--- src/rtl/mux_arbiter_32.sv ---
// Two-requester arbiter with bounded bursts, a 2:1 payload mux and a one-entry
// output register. Ties from idle go to the requester that was not granted last.
module mux_arbiter_32 #(
    parameter int WIDTH = 32,
    parameter int BURST = 4
) (
    input  logic             clk,
    input  logic             rst_n,
    input  logic             in0_valid,
    input  logic [WIDTH-1:0] in0_data,
    output logic             in0_ready,
    input  logic             in1_valid,
    input  logic [WIDTH-1:0] in1_data,
    output logic             in1_ready,
    output logic             sel,
    output logic [1:0]       grant,
    output logic             out_valid,
    output logic [WIDTH-1:0] out_data,
    input  logic             out_ready
);

    typedef enum logic [1:0] {
        IDLE = 2'd0,
        GNT0 = 2'd1,
        GNT1 = 2'd2
    } state_t;

    localparam logic [3:0] BURST_MAX = 4'(BURST);

    state_t           state_reg, state_next;
    logic [3:0]       burst_cnt_reg, burst_cnt_next;
    logic             last_grant_reg, last_grant_next;
    logic             out_valid_reg, out_valid_next;
    logic [WIDTH-1:0] out_data_reg, out_data_next;

    logic             space;
    logic             xfer0, xfer1, xfer;
    logic             own_valid, other_valid;
    logic [3:0]       cnt_inc;
    logic [WIDTH-1:0] mux_data;

    // Output register can take a word if empty or being drained this cycle.
    assign space = !out_valid_reg || out_ready;

    assign sel       = (state_reg == GNT1);
    assign grant     = {state_reg == GNT1, state_reg == GNT0};
    assign in0_ready = (state_reg == GNT0) && space;
    assign in1_ready = (state_reg == GNT1) && space;

    assign xfer0 = in0_valid && in0_ready;
    assign xfer1 = in1_valid && in1_ready;
    assign xfer  = xfer0 || xfer1;

    assign cnt_inc = burst_cnt_reg + 4'd1;

    generate
        for (genvar gi = 0; gi < WIDTH; gi++) begin : g_mux
            assign mux_data[gi] = sel ? in1_data[gi] : in0_data[gi];
        end
    endgenerate

    always_ff @(posedge clk or negedge rst_n) begin
        if (!rst_n) begin
            state_reg      <= IDLE;
            burst_cnt_reg  <= 4'd0;
            last_grant_reg <= 1'b1;
            out_valid_reg  <= 1'b0;
            out_data_reg   <= '0;
        end else begin
            state_reg      <= state_next;
            burst_cnt_reg  <= burst_cnt_next;
            last_grant_reg <= last_grant_next;
            out_valid_reg  <= out_valid_next;
            out_data_reg   <= out_data_next;
        end
    end

    always_comb begin
        out_valid_next = out_valid_reg;
        out_data_next  = out_data_reg;
        if (xfer) begin
            out_valid_next = 1'b1;
            out_data_next  = mux_data;
        end else if (out_valid_reg && out_ready) begin
            out_valid_next = 1'b0;
        end
    end

    always_comb begin
        state_next      = state_reg;
        burst_cnt_next  = burst_cnt_reg;
        last_grant_next = last_grant_reg;
        own_valid       = (state_reg == GNT1) ? in1_valid : in0_valid;
        other_valid     = (state_reg == GNT1) ? in0_valid : in1_valid;

        case (state_reg)
            IDLE: begin
                // last_grant_reg = 1 means requester 1 went last, so 0 wins a tie
                if (in0_valid && (!in1_valid || last_grant_reg)) begin
                    state_next      = GNT0;
                    burst_cnt_next  = 4'd0;
                    last_grant_next = 1'b0;
                end else if (in1_valid) begin
                    state_next      = GNT1;
                    burst_cnt_next  = 4'd0;
                    last_grant_next = 1'b1;
                end
            end
            GNT0, GNT1: begin
                if (space) begin
                    if (!own_valid) begin
                        burst_cnt_next = 4'd0;
                        if (other_valid) begin
                            state_next      = (state_reg == GNT0) ? GNT1 : GNT0;
                            last_grant_next = (state_reg == GNT0);
                        end else begin
                            state_next = IDLE;
                        end
                    end else if (cnt_inc == BURST_MAX) begin
                        burst_cnt_next = 4'd0;
                        if (other_valid) begin
                            state_next      = (state_reg == GNT0) ? GNT1 : GNT0;
                            last_grant_next = (state_reg == GNT0);
                        end
                    end else begin
                        burst_cnt_next = cnt_inc;
                    end
                end
            end
            default: begin
                state_next     = IDLE;
                burst_cnt_next = 4'd0;
            end
        endcase
    end

    assign out_valid = out_valid_reg;
    assign out_data  = out_data_reg;

endmodule

--- config.mk ---
export PLATFORM = sky130hd
export DESIGN_NAME = mux_arbiter_32
export DESIGN_NICKNAME = d
export VERILOG_FILES = /design/src/rtl/mux_arbiter_32.sv
export SDC_FILE = /design/constraint.sdc
export NUM_CORES = 1
export LEC_CHECK = 0
export ABC_AREA = 0
export ABC_CLOCK_PERIOD_IN_PS = 4200
export BUFFER_PORTS_ARGS = -buffer_cell sky130_fd_sc_hd__buf_2
export CAP_MARGIN = 10
export CORE_ASPECT_RATIO = 1.1
export CORE_MARGIN = 4
export CORE_UTILIZATION = 41
export DETAILED_ROUTE_END_ITERATION = 8
export PLACE_DENSITY_LB_ADDON = 0.2
export SLEW_MARGIN = 20
export SYNTH_ARGS = -nofsm -noshare
export SYNTH_HDL_FRONTEND = slang
export SYNTH_SLANG_ARGS = --single-unit
--- constraint.sdc ---
create_clock -name clk -period 4.2 [get_ports clk]
set_input_delay 0.21 -clock clk [delete_from_list [all_inputs] [get_ports clk]]
set_output_delay 0.21 -clock clk [all_outputs]
set_load 0.01 [all_outputs]
After elaboration in Yosys (flattened, before gate mapping)
Cells that the tools add are included.

Register bits: 40. Bits in latches: 0. RAM bits: 0. ROM bits: 0. Input bits: 69. Memories kept: 0.

$add $sub $neg: 1. Multipliers: 0. Div/mod/pow operators: 0. Order comparisons: 0. Eq/ne operators: 7. Shift-type cells: 0. Multiplexer cells: 58. Bitwise gates (word level): 0. Reduce and logical (&&, ||, !) cells: 18.

Operators with widths (count): 1-bit 2-to-1 mux (42); 4-bit 2-to-1 mux (5); 2-bit 2-to-1 mux (8); 3-bit inequality test (second input constant) (3); 4-bit one-hot mux with 2 select lines (1); 4-bit AND reduction (2); 1-bit logical AND (6); 4-bit by 1-bit adder with 4-bit output (second input constant) (1); 4-bit by 3-bit equality test with 1-bit output (second input constant) (1); 2-bit one-hot mux with 2 select lines (1); 2-bit nonzero test (2); 1-bit logical OR (3); 2-bit by 1-bit equality test with 1-bit output (second input constant) (1); 2-bit equality test (second input constant) (1); 1-bit logical NOT (2); 2-bit logical NOT (1); 2-bit inequality test (second input constant) (1); 1-bit one-hot mux with 2 select lines (1); 2-bit AND reduction (1); 2-bit OR reduction (1).

Longest topological paths before layout
Gate-level depths: netlist (run 1).

Depth after elaboration: 7. Gate-level depth with buffers: 8.

Least setup slack after synthesis (run 1)
OpenSTA, ideal clock, no wires.

Kind: reg2reg. Start: register state_reg[0]. End: register last_grant_reg. Setup time: 0.085 ns. Arrival time: 1.870 ns. Data required time: 4.115 ns. Setup slack: 2.245 ns. Cell stages (with the launch flop): 9. Buffers on the path: 1. Period minus slack after synthesis: 1.955 ns. Path through: dfrtp_1 > inv_1 > ha_1 > buf_6 > mux2_4 > nand2_1 > or3_4 > nand2_1 > mux2_1.

Cells in the longest elaborated chain, start to end: 7. Elaborated cells on any way between the ends: 16. Those cells by class: eq/ne: 5; mux: 7; reduce/logical: 4.

Ends and longest elaborated chain: start: declaration (RTL line 30) `state_t state_reg, state_next;`; start signal: assignment (RTL line 70) `state_reg <= state_next;`; 2-bit equality test *; named net sel (RTL line 15) `output logic sel,`; 1-bit 2-to-1 mux (RTL line 94) `other_valid = (state_reg == GNT1) ? in0_valid : in1_valid;`; 1-bit 2-to-1 mux (RTL line 113, 121); 1-bit 2-to-1 mux (RTL line 119) `end else if (cnt_inc == BURST_MAX) begin`; 1-bit 2-to-1 mux (RTL line 111) `if (!own_valid) begin`; 1-bit 2-to-1 mux (RTL line 110) `if (space) begin`; 1-bit one-hot mux with 2 select lines (RTL line 96) `case (state_reg)`; end signal: assignment (RTL line 72) `last_grant_reg <= last_grant_next;`; end: declaration (RTL line 32) `logic last_grant_reg, last_grant_next;`.

Mark *: on every way through the listed nets, which the timed path passes. The rest lies on a longest branch. The select of a mux whose other input is x is not followed. A chain may end at the register's enable or synchronous reset.

Worst setup path in the final report (run 1)
Start: register state_reg[0]. End: register last_grant_reg.

Cells in the longest elaborated chain, start to end: 7. Elaborated cells on any way between the ends: 16. Those cells by class: eq/ne: 5; mux: 7; reduce/logical: 4.

Ends and longest elaborated chain (RTL line): 2-bit equality test (93, 94, 96); 1-bit 2-to-1 mux (94); 1-bit 2-to-1 mux (113, 121); 1-bit 2-to-1 mux (119); 1-bit 2-to-1 mux (111); 1-bit 2-to-1 mux (110); 1-bit one-hot mux with 2 select lines (96).

Several ways; a longest one is shown, not always the timed one. The select of a mux whose other input is x is not followed.

==> results summary, run 1 <==
The number of nets produced by synthesis came out at 283. For this run, global-route usage on met1 was measured as 19.4%. The final layout contains routed wiring with a total length of 4680 um. The critical path is of the reg -> reg type.

After detailed routing, the number of remaining DRC violations is 0. The final critical path takes up 64.0% of the cycle. The region available for standard cell placement spans 4780 um2. The routed length per instance is 12.8 um. The floorplan step set the die height to 82.6 um.

The final number of hold-violating endpoints came out at 0. The sum of buffers and inverters on the critical path came out at 2. The final global-route overflow total is 0. Sequential cells were found to cover 48.3% of the synthesized design area. The number of endpoints failing setup at the final stage came out at 0. The floorplan has 26 rows. The via count of the first global-routing pass came out at 1,660. On the worst path, the slowest cell contributes a delay of 0.54 ns.

Clock latency on the worst-skew pair, taken at its later pin, is 0.28 ns. The non-filler instance count after layout is 366. The cell sitting at the root of the clock tree is a sky130_fd_sc_hd__clkbuf_8. By instance count, the cell type seen most on the critical path is sky130_fd_sc_hd__nand2_1. The synthesis warning total is 0.

The worst-case clock skew is 0.00370 ns. The worst hold path belongs to the class in -> async. The utilization after layout came out at 56.7%. At the worst endpoint, the arrival time is 2.90 ns.

The clock-pin slew on the worst setup and hold paths came out at 0.07 ns. The synthesized cell area came out at 2070 um2. The die is 75.8 um wide. The placed wire-length estimate after detailed placement is 3510 um. The count of inserted antenna diode cells is 0. Setup repair after global routing left no endpoint under its margin.

The number of placed I/O pins is 107. The number of fill cells in the layout is 456. The buffer count from post-CTS setup fixing came out at 0. The kind of cell with the highest combined delay along the critical path is simple AND/OR/NAND/NOR gates.

The number of flip-flops in the largest register came out at 32. Relative to the synthesized area, the layout overhead comes to 30.6%. The initial core utilization is 43.4%. The worst pin sits at a relative slew slack of 41.6%. The number of standard cells after synthesis came out at 208.

The routing usage on met3 came out at 5.08%. Cells with a size suffix above 1 make up 39.4% of the layout. The flip-flop and latch count after synthesis came out at 40. The global-route wire length before repair is 7410 um. The most crowded layer after global routing is met2.

The transition time of the tightest slew-check pin came out at 0.877 ns. The post-cts hold buffer count is 0. In this run the number of H-tree levels came out at 2. The initial antenna violation count came to 0. The shortest clock period the worst path allows after layout came out at 2.69 ns. The signal on the critical path passes through inv_1, ha_2, buf_4, mux2_4, nand2_1, or3_4, nand2_1, mux2_1. In this run, placement finished with an instance count of 359. The highest fanout seen on the critical path came out at 21.

The number of maximum-capacitance violations is 0. The pin count of the biggest net entering global routing is 41. For this design the static power due to leakage is 1.33 nW.

In the routed layout, each cell is associated on average with a via count of 4.93. TritonCTS built the clock tree. The worst supply voltage drop on vdd came out at 0.287 mV. The clock passes through at most 2 buffers. The final count of pins violating max slew came out at 0. In the layout the commonest cells are sky130_fd_sc_hd__buf_2 (106), sky130_fd_sc_hd__nor2_1 (39), sky130_fd_sc_hd__dfrtp_1 (39), sky130_fd_sc_hd__a21oi_1 (36), sky130_fd_sc_hd__mux2i_1 (33).

The routed via count is 1,804. For this design, the slowest cell found on the critical path is sky130_fd_sc_hd__ha_2. The synthesized area per cell came out at 9.97 um2. The total number of nets in the final design came out at 385.

Data on the critical path is required at its endpoint by 4.41 ns. Power comes to 1.88 mW. The number of different library cells used by synthesis comes to 30.

The run finished with clean final reports. At the end of routability-driven placement, the weighted congestion stood at 0.719. The detailed router finished its first iteration with 51 violations.

In this run the power density over the cells is 693 nW/um2. In this run, post-CTS repair resized a total of 0 instances. During placement, the flow inserted port buffers numbering 106. STA classifies the critical path startpoint as a flip-flop. The most common library cell in the layout ignoring fill and taps is sky130_fd_sc_hd__buf_2. The capturing element type of the critical path is a flip-flop. The total clock buffers created by CTS is 5. The final sum of negative setup slack is 0 ns. Based on the critical path, the design can be clocked at up to 372 MHz. The count of nets left with antenna violations after detail routing came out at 0.

The total global-route track usage came out at 15.4%. The sink count of the clock tree is 40. Global routing consumed, on the met2 layer, 24.9% of the routing resources. The number of iterations in the first detailed-routing pass is 4. The die covers 6260 um2.
power breakdown:
group / total (mW) / internal [mW] / switching [mW]
sequential: 0.665 / 0.569 / 0.0965
clock: 0.238 / 0.113 / 0.125
combinational: 0.976 / 0.433 / 0.543
total: 1.88 / 1.11 / 0.765
metal layers:
metal / share of wire [%] / wire, um
met1: 41 / 1930
met2: 49 / 2290
met3: 9.1 / 426
met4: 0.62 / 29
met5: 0 / 0
synthesized netlist by cell type:
cell type                  count  area [um2]
sky130_fd_sc_hd__a211oi_1      2        15.0
sky130_fd_sc_hd__a21o_1        3        22.5
sky130_fd_sc_hd__a21oi_1      36         180
sky130_fd_sc_hd__a22o_1        2        17.5
sky130_fd_sc_hd__a22oi_1       1        7.51
sky130_fd_sc_hd__a31oi_1       1        6.26
sky130_fd_sc_hd__and2_1        2        12.5
sky130_fd_sc_hd__buf_2         6        30.0
sky130_fd_sc_hd__buf_4         1        7.51
sky130_fd_sc_hd__buf_6         1        11.3
sky130_fd_sc_hd__clkbuf_1      5        18.8
sky130_fd_sc_hd__dfrtp_1      39         976
sky130_fd_sc_hd__dfstp_2       1        26.3
sky130_fd_sc_hd__ha_1          6        75.1
sky130_fd_sc_hd__inv_1         2        7.51
sky130_fd_sc_hd__mux2_1        1        11.3
sky130_fd_sc_hd__mux2_2        2        22.5
sky130_fd_sc_hd__mux2_4        1        15.0
sky130_fd_sc_hd__mux2i_1      33         330
sky130_fd_sc_hd__nand2_1       8        30.0
sky130_fd_sc_hd__nand2b_1      2        12.5
sky130_fd_sc_hd__nand3_1       2        10.0
sky130_fd_sc_hd__nor2_1       40         150
sky130_fd_sc_hd__nor2b_1       2        12.5
sky130_fd_sc_hd__nor3_1        4        20.0
sky130_fd_sc_hd__nor4b_2       1        15.0
sky130_fd_sc_hd__o211ai_1      1        7.51
sky130_fd_sc_hd__o21ai_0       1        5.00
sky130_fd_sc_hd__o21bai_1      1        7.51
sky130_fd_sc_hd__or3_4         1        11.3
kinds of logic (layout without fill, tap and decap cells):
logic type,Yosys count,after routing,share of synthesized area (%)
simple gates,62,62,13.2
fa+ha+maj,6,6,3.62
buf+inv,15,117,3.62
flops,40,40,48.3
mux,37,37,18.3
compound gates,48,48,13.0
worst reg2reg max path: stages (launching register included):
cell,delay [ns]
sky130_fd_sc_hd__dfrtp_1,0.42
sky130_fd_sc_hd__inv_1,0.10
sky130_fd_sc_hd__ha_2,0.54
sky130_fd_sc_hd__buf_4,0.43
sky130_fd_sc_hd__mux2_4,0.24
sky130_fd_sc_hd__nand2_1,0.07
sky130_fd_sc_hd__or3_4,0.43
sky130_fd_sc_hd__nand2_1,0.08
sky130_fd_sc_hd__mux2_1,0.32
area by class of cell:
| cell class | count | area [um2] | share of cell area, % |
|---|---|---|---|
| clock buffers | 6 | 72.6 | 2.68 |
| well taps | 56 | 70.1 | 2.59 |
| multi-input cells | 153 | 1010 | 37.2 |
| inverters | 2 | 7.51 | 0.277 |
| clock inverters | 1 | 5.00 | 0.185 |
| flip-flops and latches | 40 | 1000 | 37.0 |
| repair buffers | 108 | 546 | 20.1 |
worst paths after layout:
check,from,end,slack (ns),depth (start not counted)
max,state_reg[0]$_DFFE_PN0P_,last_grant_reg$_DFFE_PN1P_,1.51,8
min,rst_n,out_valid$_DFFE_PN0P_,0.04,1
max reg2reg,state_reg[0]$_DFFE_PN0P_,last_grant_reg$_DFFE_PN1P_,1.51,8
min reg2reg,out_data[13]$_DFFE_PN0P_,out_data[13]$_DFFE_PN0P_,0.52,2
max in group asynchronous,rst_n,out_data[18]$_DFFE_PN0P_,3.60,1
min in group clk,in0_data[23],out_data[23]$_DFFE_PN0P_,0.22,3
through the flow:
step / hold WS, ns / setup slack, ns / area, um2
after floorplan: -0.0856 / 2.25 / 2070
after global placement: 0.387 / 1.60 / 2630
after detailed placement: 0.403 / 1.52 / 2630
after CTS: 0.0943 / 1.51 / 2710
after global routing: 0.121 / 1.39 / 2710
final: 0.0361 / 1.51 / 2710
Power figures use the tool's default switching activity.
==> run 2: changes to the inputs <==
- ABC_CLOCK_PERIOD_IN_PS: 4200 -> 2700
- clock period: 4.2 -> 2.7 ns (I/O delays scaled with it)
==> results summary, run 2 (synthesis gave the netlist of run 1 again) <==
The flow ran to the end, but the final reports show violations. The checks that failed: negative hold slack. The initial core utilization is 43.4% (unchanged). The utilization after layout came out at 57.1% (+0.39 points).

The count of port buffers added during placement came out at 106 (unchanged). The die boundary height is 82.6 um (unchanged). The total detailed-routing wirelength came out at 4580 um (-2.2%).

The initial antenna violation count was 0 (unchanged). The sink count of the clock tree came out at 40 (unchanged). The total clock buffers created by CTS came out at 5 (unchanged). The final sum of negative setup slack was 0 ns (unchanged). Setup repair after global routing left no endpoint under its margin. The area of the core is 4780 um2 (unchanged). TritonCTS built the clock tree. In this run the clock root is driven by a sky130_fd_sc_hd__clkbuf_8. The total number of nets in the final design is 387 (+0.52%). The layout cell share with drive strength beyond 1 is 40.1% (+0.71 points).

The count of cells resized by post-cts repair is 0 (unchanged). The final number of hold-violating endpoints is 39 (+39). The later-pin clock latency in the skew report came to 0.29 ns (about the same). The layout overhead on the synthesized area came out at 31.5%. The logic depth of the worst register-to-register path is 5 (-3).

The critical path is of the reg -> reg type. The total power per unit cell area is 1070 nW/um2 (+54%). The count of nets left with antenna violations after detail routing is 0 (unchanged).

The post-cts hold buffer count is 0 (unchanged). The number of iterations in the first detailed-routing pass is 4 (unchanged). The number of maximum-capacitance violations came out at 0 (unchanged). The final global-route overflow total is 0 (unchanged). The endpoint of the most critical register-to-register path is state_reg[0]$_DFFE_PN0P_. The total global-route track usage is 14.8% (-0.57 points).

The die footprint was 6260 um2 (unchanged). The worst-case clock skew came out at 0.00509 ns (+0.00139 ns). The remaining design rule violation count is 0 (unchanged). The transition time of the tightest slew-check pin was 0.860 ns (-0.0166 ns). The library cell used most frequently in the layout, excluding fill and tap cells, is sky130_fd_sc_hd__buf_2.

The capturing element type of the critical path is a flip-flop. Leaving out fill and tap cells, the most frequent cells in the layout are sky130_fd_sc_hd__buf_2 (106), sky130_fd_sc_hd__nor2_1 (39), sky130_fd_sc_hd__dfrtp_1 (39), sky130_fd_sc_hd__a21oi_1 (36), sky130_fd_sc_hd__mux2i_1 (33). The startpoint identified for the worst register-to-register timing path is state_reg[0]$_DFFE_PN0P_. The required time of the worst setup path is 2.88 ns (-1.53 ns). The placed wire-length estimate after detailed placement came out at 3530 um (+0.58%). The arrival time reported for the critical path endpoint came out at 2.15 ns (-0.75 ns). The register-to-register setup slack is 0.73 ns (-0.78 ns). The period utilization came out at 73.0% (+9.0 points). The number of placed I/O pins came out at 107 (unchanged). The tightest min-delay check is of the in -> async type.

The routed length per instance was 12.4 um (-2.7%). The chip width came to 75.8 um (unchanged). The number of flip-flops in the largest register came out at 32 (unchanged). The buffer count from post-CTS setup fixing is 0 (unchanged).

The upper clock frequency limit is 507 MHz (+36%). The pin count of the biggest net entering global routing came out at 41 (unchanged). The via count of the first global-routing pass was 1,631 (-1.7%). The routed via count is 1,809 (+0.28%). The global-route wire length before repair came out at 7130 um (-3.7%). The highest fanout seen on the critical path is 10 (-52%). The worst supply voltage drop on vdd is 0.430 mV (+50%). The routability-driven placement congestion ratio came out at 0.763 (+6.1%). The routed via count divided by cell count came out at 4.92 (-0.27%). The standby leakage power is 1.33 nW (+0.71%). The final count of pins violating max slew is 0 (unchanged). The violation count after the first detailed-route iteration came out at 62 (+22%). The shortest clock period the worst path allows after layout is 1.97 ns (-0.717 ns).

The number of endpoints failing setup at the final stage came to 0 (unchanged). The worst hold slack after final layout came to -0.0488 ns (-0.0849 ns). The clock-pin slew on the worst setup and hold paths is 0.08 ns (about the same).

The number of placement rows is 26 (unchanged). The worst-case clock buffer depth is 2 (unchanged). The relative max-transition margin came out at 42.7% (+1.1 points). The count of H-tree levels built during CTS is 2 (unchanged). The count of inserted antenna diode cells was 0 (unchanged). STA classifies the critical path startpoint as a flip-flop.
==> run 2: cell types whose count changed in the layout (fill, tap and decap cells not counted) <==
| cell | delta |
|---|---|
| sky130_fd_sc_hd__buf_4 | +2 |
| sky130_fd_sc_hd__clkbuf_1 | -1 |
| sky130_fd_sc_hd__clkinvlp_4 | +1 |
==> run 2: power breakdown <==
group / internal (mW) / switching (mW) / total (mW)
Clock: 0.175 / 0.203 / 0.378
Sequential: 0.884 / 0.148 / 1.03
Combinational: 0.683 / 0.831 / 1.51
==> run 2: metal layers <==
layer	vias up	global-route usage (%)	wire length (um)
met4	0	5.24	53
met3	4	3.51	387
met5	-	0	0
met2	72	24.6	2170
li1	933	-	-
met1	800	18.7	1970
==> run 2: layout make-up <==
cell class              instances  area (um2)
flip-flops and latches         40        1000
clock buffers                   5        68.8
clock inverters                 2        12.5
inverters                       2        7.51
multi-input cells             153        1010
repair buffers                110         561
fillers                       440        2050
well taps                      56        70.1
==> run 2: worst max path at each step <==
| stage | to | startpoint |
|---|---|---|
| finish | state_reg[0]$_DFFE_PN0P_ | state_reg[0]$_DFFE_PN0P_ |
| global route | out_data[14]$_DFFE_PN0P_ | state_reg[0]$_DFFE_PN0P_ |
| CTS | state_reg[0]$_DFFE_PN0P_ | state_reg[0]$_DFFE_PN0P_ |
| detailed placement | state_reg[1]$_DFFE_PN0P_ | state_reg[0]$_DFFE_PN0P_ |
| global placement | state_reg[1]$_DFFE_PN0P_ | state_reg[0]$_DFFE_PN0P_ |
| floorplan | last_grant_reg$_DFFE_PN1P_ | state_reg[0]$_DFFE_PN0P_ |
==> run 2: metrics by stage <==
step           instances  setup slack (ns)  hold WS (ns)  area [um2]  power, mW
3_5_place_dp         361             0.741         0.316        2650       2.59
3_3_place_gp         361             0.795         0.309        2650       2.55
6_report             368             0.729       -0.0488        2730       2.92
5_1_grt              368             0.566        0.0349        2730       3.19
4_1_cts              368             0.718       0.00250        2730       2.97
2_1_floorplan        208             0.745        -0.161        2070       2.10
==> run 2: critical path, stage by stage, from the launching register on <==
cell                      delay (ns)
sky130_fd_sc_hd__dfrtp_1        0.40
sky130_fd_sc_hd__inv_1          0.08
sky130_fd_sc_hd__ha_1           0.39
sky130_fd_sc_hd__a22o_1         0.36
sky130_fd_sc_hd__a31oi_1        0.27
sky130_fd_sc_hd__mux2_2         0.36
==> run 3: changes to the inputs <==
- ABC_CLOCK_PERIOD_IN_PS: 2700 -> 1600
- clock period: 2.7 -> 1.6 ns (I/O delays scaled with it)
==> results summary, run 3 (synthesis gave the netlist of run 1 again) <==
The startpoint identified for the worst hold timing path is in0_data[8]. The final global-route overflow total was 0 (unchanged). The instance count on the critical path is 8 (+3). STA classifies the critical path startpoint as a flip-flop.

The number of maximum-capacitance violations came out at 0 (unchanged). The placed wire-length estimate after detailed placement was 3810 um (+7.9%). The net switching fraction of the power is 39.4% (-0.97 points). The clock power share is 12.7% (-0.2 points).

The required time of the worst setup path is 1.78 ns (-1.10 ns). The classification of the worst-slack hold path is in -> reg. The routability-driven placement congestion ratio is 0.730 (-4.3%).

The count of nets left with antenna violations after detail routing is 0 (unchanged). The initial antenna violation count is 0 (unchanged). The capturing element type of the critical path is a flip-flop.

The critical path's slowest cell is sky130_fd_sc_hd__dfrtp_2. The amount of wire on met2 after detailed routing came out at 3320 um (+53%). The total detailed-routing wirelength came to 6410 um (+40%). The type of the worst setup path is reg -> reg. The period utilization came out at 108% (+35 points).

The post-route worst setup slack came out at -0.124 ns (-0.852 ns). The count of H-tree levels built during CTS came out at 2 (unchanged). The power share of the sequential group is 26.3% (-9.0 points).

The upper clock frequency limit is 580 MHz (+14%). The via count of the first global-routing pass was 1,791 (+9.8%). The relative contribution of combinational cells to total power is 61.0% (+9.2 points). TritonCTS built the clock tree.

The final sum of negative setup slack is -1.96 ns (-1.96 ns). The tree is rooted in a sky130_fd_sc_hd__clkbuf_8. The total global-route track usage came out at 17.0% (+2.1 points). The reported net switching power is 2.84 mW (+140%). The standby leakage power came out at 1.64 nW (+23%). The worst-case clock skew is 0.00576 ns (+0.000668 ns). The final count of pins violating max slew came out at 0 (unchanged). The chip width is 75.8 um (unchanged). The count of inserted antenna diode cells came out at 0 (unchanged).

The placed cell count is 380 (+5.3%). The count of port buffers added during placement is 106 (unchanged). The relative max-transition margin is 65.5% (+23 points). In this run the worst setup path begins at state_reg[1]$_DFFE_PN0P_. Setup repair after global routing could not meet its margin everywhere. The register-to-register setup slack came out at -0.12 ns (-0.85 ns). The highest fanout seen on the critical path came out at 6 (-4). The initial core utilization is 43.4% (unchanged). The sum of buffers and inverters on the critical path came out at 3 (+2).

The layout cell share with drive strength beyond 1 came out at 64.0% (+24 points). The endpoint of the worst hold path is out_data[8]$_DFFE_PN0P_. The amount of wire on met3 after detailed routing is 395 um (+2.1%). The routed via count was 2,018 (+12%). The global-route wire length before repair came to 8090 um (+13%). The routed via count divided by cell count came out at 5.01 (+1.9%). The startpoint of the worst-slack reg-to-reg timing path is state_reg[1]$_DFFE_PN0P_. After detailed routing, no signal wire sits above met4.

The worst supply voltage drop on vdd is 1.13 mV (+160%). The final number of hold-violating endpoints was 0 (-100%). The shortest clock period the worst path allows after layout was 1.72 ns (-0.248 ns). The total power came out at 7.19 mW (+150%). The number of placed I/O pins is 107 (unchanged). Counting stages on the worst path, the most repeated cell is sky130_fd_sc_hd__nor2_4. The cell family contributing the most delay on the critical path is buffers and inverters. The sink count of the clock tree came to 40 (unchanged). Leaving out fill and tap cells, the most frequent cell in the layout is sky130_fd_sc_hd__buf_2. The number of flip-flops in the largest register is 32 (unchanged).

The number of iterations in the first detailed-routing pass is 4 (unchanged). The later-pin clock latency in the skew report came out at 0.30 ns (about the same). The total number of nets in the final design is 421 (+8.8%). The arrival time reported for the critical path endpoint is 1.90 ns (-0.25 ns). The logic depth of the worst register-to-register path is 8 (+3). The number of endpoints failing setup at the final stage is 29 (+29). The violation count after the first detailed-route iteration came out at 55 (-11%). The endpoint identified for the worst register-to-register timing path is out_data[24]$_DFFE_PN0P_. The remaining design rule violation count is 0 (unchanged).

Relative to the synthesized area, the layout overhead comes to 71.2%. The total clock buffers created by CTS came out at 5 (unchanged). The pin count of the biggest net entering global routing came out at 47 (+15%). The die boundary height was 82.6 um (unchanged). The largest stage delay on the critical path came out at 0.45 ns (+0.05 ns). The non-filler instance count after layout was 403 (+9.5%).

The area of the core came out at 4780 um2 (unchanged). The transition time of the tightest slew-check pin was 0.517 ns (-0.343 ns). The worst-case clock buffer depth is 2 (unchanged). The wire length on met1 came out at 2590 um (+32%). The internal portion of total power is 4.36 mW (+150%). The final reports fail on negative setup slack.

The critical path goes through ha_4, buf_6, a22oi_2, nor2_4, buf_12, clkbuf_16, nor2_4, a21oi_2. The run finished, with violations left. The number of placement rows came out at 26 (unchanged). The worst hold path depth is 3.

The total power per unit cell area came to 2030 nW/um2 (+89%). The routed length per instance is 15.9 um (+28%). The die footprint came to 6260 um2 (unchanged). The clock-pin slew on the worst setup and hold paths is 0.08 ns (about the same). The top cell types in the final layout, fill and taps aside, are sky130_fd_sc_hd__buf_2 (105), sky130_fd_sc_hd__dfrtp_1 (36), sky130_fd_sc_hd__mux2i_1 (33), sky130_fd_sc_hd__a21oi_2 (19), sky130_fd_sc_hd__buf_4 (19).
## run 3: cell count changes in the layout (fill, tap and decap cells not counted), sizes merged
cell	delta
buf	+30
clkbuf	+5
bufinv	+1
clkinv	-1
clkinvlp	-1
dlygate4sd3	+1
## run 3: metrics by stage
step                setup WS, ns  hold slack (ns)  utilization (%)  instance area (um2)
floorplan                 -0.218           -0.216                -                 2130
global placement          -0.153            0.177             59.3                 2840
detailed placement        -0.236            0.174             59.3                 2840
CTS                       -0.104           0.0740             64.1                 3060
global route              -0.195           0.0794             74.3                 3550
finish                    -0.124           0.0739             74.3                 3550
## run 3: worst reg2reg max path, stage by stage, from the launching register on
cell	delay, ns
sky130_fd_sc_hd__dfrtp_2	0.45
sky130_fd_sc_hd__ha_4	0.19
sky130_fd_sc_hd__buf_6	0.12
sky130_fd_sc_hd__a22oi_2	0.25
sky130_fd_sc_hd__nor2_4	0.11
sky130_fd_sc_hd__buf_12	0.17
sky130_fd_sc_hd__clkbuf_16	0.17
sky130_fd_sc_hd__nor2_4	0.10
sky130_fd_sc_hd__a21oi_2	0.05
## run 3: what timing repair did
item	4_1_cts	5_1_grt
hold buffers	1	0
hold endpoints to repair	39	0
buffers inserted	0	8
resized for setup	24	73
pin swaps	3	2
cloned	0	6
setup endpoints to repair	41	37
## run 3: power groups by stage
stage | clock network [mW] | registers (mW) | logic (mW)
after floorplan | 0 | 1.96 | 1.73
after global placement | 0 | 1.75 | 2.93
after detailed placement | 0 | 1.75 | 3.01
after CTS | 0.930 | 1.75 | 3.25
after global routing | 0.985 | 1.95 | 4.74
final | 0.915 | 1.89 | 4.39
## run 3: worst max-delay path by stage
stage                                       to  slack (ns)
floorplan           last_grant_reg$_DFFE_PN1P_       -0.22
global placement      state_reg[0]$_DFFE_PN0P_       -0.15
detailed placement    state_reg[0]$_DFFE_PN0P_       -0.24
CTS                   state_reg[0]$_DFFE_PN0P_       -0.10
global route          state_reg[1]$_DFFE_PN0P_       -0.20
finish                out_data[24]$_DFFE_PN0P_       -0.12
## run 3: layout make-up
| class | instances | area [um2] |
|---|---|---|
| Multi-Input combinational cell | 153 | 1340 |
| Timing Repair Buffer | 144 | 998 |
| Sequential cell | 40 | 1010 |
| Inverter | 2 | 7.51 |
| Tap cell | 56 | 70.1 |
| Fill cell | 336 | 1230 |
| Clock buffer | 7 | 96.3 |
| Clock inverter | 1 | 30.0 |
## run 3: routing by layer
| metal | GRT usage, % | vias to the layer above |
|---|---|---|
| li1 | - | 996 |
| met1 | 21.8 | 936 |
| met2 | 27.9 | 77 |
| met3 | 5.21 | 9 |
| met4 | 3.67 | 0 |
| met5 | 0 | - |
